**config.mk**
```make
export PLATFORM = sky130hd
export DESIGN_NAME = my_fifo
export DESIGN_NICKNAME = d
export VERILOG_FILES = /design/src/rtl/fifo_pkg.sv /design/src/rtl/fifo_mem.sv /design/src/rtl/my_fifo.sv
export SDC_FILE = /design/constraint.sdc
export NUM_CORES = 1
export LEC_CHECK = 0
export ABC_AREA = 0
export BUFFER_PORTS_ARGS = -buffer_cell sky130_fd_sc_hd__clkbuf_2
export CORE_MARGIN = 8
export CORE_UTILIZATION = 40
export CTS_CLUSTER_SIZE = 8
export DETAILED_ROUTE_END_ITERATION = 6
export GPL_TIMING_DRIVEN = 0
export SLEW_MARGIN = 10
export SYNTH_ARGS = -nofsm -noshare
export SYNTH_HDL_FRONTEND = slang
export SYNTH_HIERARCHICAL = 1
export SYNTH_SLANG_ARGS = --single-unit
```
**constraint.sdc**
```tcl
create_clock -name clk -period 2.25 [get_ports clk]
set_input_delay 0.225 -clock clk [delete_from_list [all_inputs] [get_ports clk]]
set_output_delay 0.225 -clock clk [all_outputs]
set_load 0.02 [all_outputs]
```
**src/rtl/fifo_pkg.sv**
```systemverilog
// fifo_pkg: shared default sizes and pointer type for the my_fifo slice
package fifo_pkg;
  localparam int FIFO_W = 4;
  localparam int FIFO_D = 4;
  typedef logic [FIFO_D:0] ptr_t;
endpackage

```
**src/rtl/fifo_mem.sv**
```systemverilog
// fifo_mem: 2**D x W register array, sync write port, registered read port
// Ports: clk, rst (async, clears rdata only), we/waddr/wdata write, re/raddr/rdata read.
module fifo_mem #(
  parameter int W = 4,
  parameter int D = 4
) (
  input  logic         clk,
  input  logic         rst,
  input  logic         we,
  input  logic [D-1:0] waddr,
  input  logic [W-1:0] wdata,
  input  logic         re,
  input  logic [D-1:0] raddr,
  output logic [W-1:0] rdata
);
  logic [W-1:0] mem [2**D];
  always_ff @(posedge clk)
    if (we) mem[waddr] <= wdata;
  always_ff @(posedge clk or posedge rst)
    if (rst) rdata <= '0;
    else if (re) rdata <= mem[raddr];
endmodule

```
**src/rtl/my_fifo.sv**
```systemverilog
// my_fifo: single-clock FIFO, depth 2**D, registered read data, FULL/EMPTY flags
// Ports: clk, rst (async active-high), wr_en/data_in push side,
// rd_en/data_out pop side, FULL/EMPTY status decoded from the pointers.
module my_fifo
  import fifo_pkg::*;
#(
  parameter int W = FIFO_W,
  parameter int D = FIFO_D
) (
  input  logic         clk,
  input  logic         rst,
  input  logic         rd_en,
  input  logic         wr_en,
  input  logic [W-1:0] data_in,
  output logic [W-1:0] data_out,
  output logic         FULL,
  output logic         EMPTY
);
  // Extra MSB is a wrap bit: equal pointers mean empty, equal index with
  // differing wrap bits means full.
  logic [D:0] wptr, rptr;
  logic push, pop;
  assign EMPTY = wptr == rptr;
  assign FULL  = (wptr[D-1:0] == rptr[D-1:0]) && (wptr[D] != rptr[D]);
  assign push  = wr_en && !FULL;
  assign pop   = rd_en && !EMPTY;
  always_ff @(posedge clk or posedge rst)
    if (rst) begin
      wptr <= '0;
      rptr <= '0;
    end else begin
      wptr <= push ? wptr + 1'b1 : wptr;
      rptr <= pop ? rptr + 1'b1 : rptr;
    end
  fifo_mem #(.W(W), .D(D)) u_mem (
    .clk   (clk),
    .rst   (rst),
    .we    (push),
    .waddr (wptr[D-1:0]),
    .wdata (data_in),
    .re    (pop),
    .raddr (rptr[D-1:0]),
    .rdata (data_out)
  );
endmodule

```
======== Yosys cells after proc, flatten, opt, wreduce, memory -nomap -nowiden ========
Memories as Yosys holds them, arrays and structs flattened. A register that Yosys moved wholly into a read port is not among the register bits.
Cells that the tools add are included.
W data, S select, Z words.
word-level totals
  bits in registers ....................... 10
  bits in writable memories ............... 64
  bits of input ports ..................... 8
  word-level logic and storage cells ...... 15
  memories ................................ 1
memories
  name       words  bits a word  read ports  clocked after Yosys merged registers in  write ports  line            source
  u_mem.mem  16     4            1           1                                        1            fifo_mem.sv:16  logic [W-1:0] mem [2**D];
operators by class
  add/subtract/negate cells ............... 2
  equality and inequality tests ........... 3
  multiplexer cells ....................... 2
  reduce and logical (&&, ||, !) cells .... 5
operators by type and width
  kind                   number
  $add A5 B1 Y5 const B  2
  $eq A5 B5 Y1           1
  $eq A4 B4 Y1           1
  $logic_and A1 B1 Y1    3
  $logic_not A1 Y1       2
  $mux W1                2
  $ne A1 B1 Y1           1

======== Logic depth before layout (Yosys ltp) ========
  word-level depth ........................ 6
  gate-level depth with buffers ........... 6
  mapped depth without buffers ............ 6

======== Modules after synthesis ========
Netlist, hierarchy kept.
by module, submodules not included
  module    instances  cells each  area an instance (um^2)  sequential area each (um^2)
  fifo_mem  1          129         2767.7                   2021.9
  my_fifo   1          46          598.1                    250.2

======== Worst setup path after synthesis ========
No wires, ideal clock.
  path type ............................... register -> register
  start point ............................. register wptr[0]
  end point ............................... memory u_mem.mem[0][0] (enable)
  library setup time ...................... 0.361 ns
  arrival time ............................ 1.846 ns
  data required time ...................... 1.889 ns
  path slack .............................. 0.042 ns
  stages on the path, launching flop included .. 7
  path buffers ............................ 0
  period minus slack after synthesis ...... 2.208 ns
  cell sequence ........................... dfrtp_1 -> xnor2_2 -> nand4_4 -> o21ai_2 -> inv_1 -> or3b_2 -> nor3_1
on the way
  word-level cells in the longest chain between the ends .. 6
RTL lines
  item                           line            source
  start, declared                my_fifo.sv:21   logic [D:0] wptr, rptr;
  start signal, assigned         my_fifo.sv:32   wptr <= push ? wptr + 1'b1 : wptr;
  $eq A4 B4 Y1                   my_fifo.sv:24   assign FULL = (wptr[D-1:0] == rptr[D-1:0]) && (wptr[D] != rptr[D]);
  $logic_and A1 B1 Y1            my_fifo.sv:24
  $logic_not A1 Y1               my_fifo.sv:25   assign push = wr_en && !FULL;
  $logic_and A1 B1 Y1            my_fifo.sv:25
  net push                       my_fifo.sv:22   logic push, pop;
  $mux W1                        fifo_mem.sv:18  if (we) mem[waddr] <= wdata;
  $mux W1 (implied by the code)  fifo_mem.sv:18
  end, declared                  fifo_mem.sv:16
The timed path passes the listed nets, and every way through them passes these cells.

======== Final worst setup path ========
  start point ............................. register wptr[2]
  end point ............................... memory u_mem.mem[0][3] (enable)
Same word-level chain as after synthesis.

==> flow_summary.ini <==
[cells_and_area]
finalNetCount = 212
n_antenna_cell = 0
fin_util = 0.4715
area_growth_pct = 14.54
drive_gt1_frac = 0.3285
stdcell_count = 312

[drt]
ant_nets = 0
firstDrtPassIters = 4
via_per_inst = 5.087
drt_iter0_markers = 53
avgRoutedWirePerCell_um = 19.00
wirelength_um = 5927
vias = 1587
route.detailed.drc = 0

[timing]
post-route-min-period_ns = 2.125
hold_violations = 0
finalMaxSlewViolations = 0
hold_ws_ns = 0.1943
rsz0062_at_grt = no
setup_viol = 0
tightest_slew_ns = 0.5859
max_freq_mhz = 470.5
fin_crit_sh = 0.9445
relSlewSlack = 0.6064
clock_skew_ns = 0.005583

[power_and_ir_drop]
power.density_nw_per_um2 = 1295
irDropWorstVdd_v = 0.0004675
seqPwrFrac = 0.414
combPwrFrac = 0.355
power.leakage_nw = 1.369
p_int_mw = 3.344
switchingPower_mw = 1.648
switching_share = 0.3301
power.clock.fraction = 0.231

[clocking]
clockBufferDepth = 2
cts.sinks = 78
h-tree-depth = 3
root_buffer = clkbuf_8
cts.clk_slew.worst_paths_ns = 0.08
numCtsBuffers = 9
cts_tree = yes
clk-insertion-delay-late_ns = 0.35

[global_route]
antenna_found_initial = 0
grt_pass1_vias = 1735
grt_pass1_wl_um = 9473
grt_max_degree = 17
grt.total_usage = 0.1124
grt_overflow = 0

[worst_setup_path]
worstPathRequired_ns = 2.28
timing.rr.start = wptr[2]$_DFFE_PP0P_
path_class = register to register
r2r_setup_slack_ns = 0.12
r2r_cells = 6
crit_fanout = 10
endpoint_kind = register
reg2reg_to = u_mem/mem[0][3]$_DFFE_PP_
critPathLaunchType = register
cp.arrival_ns = 2.15

[synth]
synth.area.mux_share = 0.1807
synth-simple-area-share = 0.04944
ys_top_cells_by_area = edfxtp_1, mux4_1, dfrtp_1, mux2i_1, xnor2_1
synth_xor_area_frac = 0.04758
ys_seq_area_frac = 0.6751
syn_area_um2 = 3366
ys_ff_latch = 78
syn_inst = 175
synth_compound_area_frac = 0.01933
synthAdderAreaFrac = 0.007435
async_reset_ff_frac = 0.1795
netlist.area_leader.share = 0.5710
synth_top_family_by_area = multiplexers
yosysUniqueCellTypes = 30
synth_nets = 185
synth_area_leader_cell = edfxtp_1
ys_warn_count = 6
avgSynthCellArea_um2 = 19.23
synth_edf_count = 64
synth_flop_cell = edfxtp_1

[min_path]
min_path_type = primary input to register
min-delay-start = rd_en
hold_end = rptr[2]$_DFFE_PP0P_
min_path_cells = 3

[floorplanning]
die_h_um = 107.7
fp.dieArea_um2 = 11610
die_w_um = 107.7
core_area_um2 = 8175
pin_count = 14
core.rowCount = 33
start_util = 0.4117

[placement]
port_buffers = 13
dp.cells = 293
hpwl_um = 4041
place.gp.congestion = 0.7136

[run_status]
status = finished, final reports clean

[run]
maxCapViolations = 0
-- power by group through the flow --
| stage | logic [mW] | clock network, mW | registers, mW |
|---|---|---|---|
| finish | 1.77 | 1.15 | 2.07 |
| global route | 1.93 | 1.23 | 2.10 |
| CTS | 1.79 | 1.18 | 2.07 |
| detailed placement | 1.66 | 0 | 2.14 |
| global placement | 1.65 | 0 | 2.12 |
| floorplan | 1.27 | 0 | 2.10 |
-- synth_stat cells (2+ instances only) --
cell type,count
edfxtp_1,64
dfrtp_1,14
mux4_1,14
nor2_1,14
mux2i_1,12
xnor2_1,9
inv_1,4
mux2_2,4
nor3_1,4
o211ai_1,4
xnor2_2,4
clkbuf_4,3
ha_1,2
mux2_4,2
mux4_2,2
nand2b_1,2
nand3b_1,2
o2111ai_1,2
o21ai_2,2
-- logic make-up after synthesis --
logic type | Yosys count
AOI/OAI and AO/OA | 8
xor gates and xnor gates | 14
adders and majority gates | 2
buffers and inverters | 9
DFF | 78
muxes | 34
and+or+nand+nor | 30
-- stage by stage --
step	setup TNS, ns	setup slack [ns]	instance area [um2]	total power, mW
floorplan	0	0.04228	3366	3.364
global placement	-3.231	-0.3437	3562	3.771
detailed placement	-3.954	-0.3516	3562	3.798
CTS	0	0.04869	3845	5.039
global route	0	0.001775	3855	5.267
finish	0	0.1248	3855	4.992
-- what timing repair did --
action	CTS	global route
pin swaps	1	0
setup endpoints to repair	24	8
gates resized for setup	14	2
hold buffers	1	0
buffers inserted	2	0
hold endpoints to repair	14	0
-- critical path, cell delays in order (launching register included) --
cell,delay [ns]
dfrtp_2,0.48
xnor2_2,0.18
nand4_4,0.16
o21ai_2,0.11
inv_1,0.13
or3b_4,0.44
nor3_4,0.30
-- cell type report --
class / instances / area, um2
Fill cell: 712 / 4320
Sequential cell: 78 / 2281
Multi-Input combinational cell: 88 / 1064
Tap cell: 105 / 131.4
Clock buffer: 9 / 123.9
Clock inverter: 7 / 96.34
Timing Repair Buffer: 16 / 90.09
Buffer: 5 / 53.80
Inverter: 4 / 15.01
-- placed cells by master (no fill, tap or decap), drive strengths merged, types with 2 or more instances in the layout --
cell,count
dfrtp,14
nand2b,2
o21ai,2
edfxtp,64
mux2,6
o211ai,4
and2,2
nor3,4
clkinvlp,2
xnor2,13
nand3b,2
nor2,14
o2111ai,2
clkbuf,25
inv,6
mux4,16
buf,4
bufinv,2
mux2i,12
and3,2
ha,2
-- metal layers --
layer | share of wire | up-vias | global-route usage
met3 | 0.038 | 9 | 0.04132
li1 | - | 757 | -
met5 | 0 | - | 0
met1 | 0.47 | 788 | 0.1425
met2 | 0.47 | 33 | 0.1719
met4 | 0.014 | 0 | 0.04163
-- flip-flops by register name, indices dropped and copies added, names as in the netlist --
name         count
u_mem/mem       64
rptr             5
u_mem/rdata      4
wptr             5
-- how the worst max path moves through the flow --
stage	from	to	slack (ns)	cells after the start
4_1_cts	rptr[2]$_DFFE_PP0P_	u_mem/mem[8][0]$_DFFE_PP_	0.05	6
3_3_place_gp	wptr[0]$_DFFE_PP0P_	u_mem/mem[0][0]$_DFFE_PP_	-0.34	6
2_1_floorplan	wptr[0]$_DFFE_PP0P_	u_mem/mem[0][0]$_DFFE_PP_	0.04	6
5_1_grt	rptr[4]$_DFFE_PP0P_	u_mem/mem[4][3]$_DFFE_PP_	0.002	5
3_5_place_dp	wptr[1]$_DFFE_PP0P_	u_mem/mem[0][0]$_DFFE_PP_	-0.35	6
6_report	wptr[2]$_DFFE_PP0P_	u_mem/mem[0][3]$_DFFE_PP_	0.12	6
(Power assumes the default switching activity.)
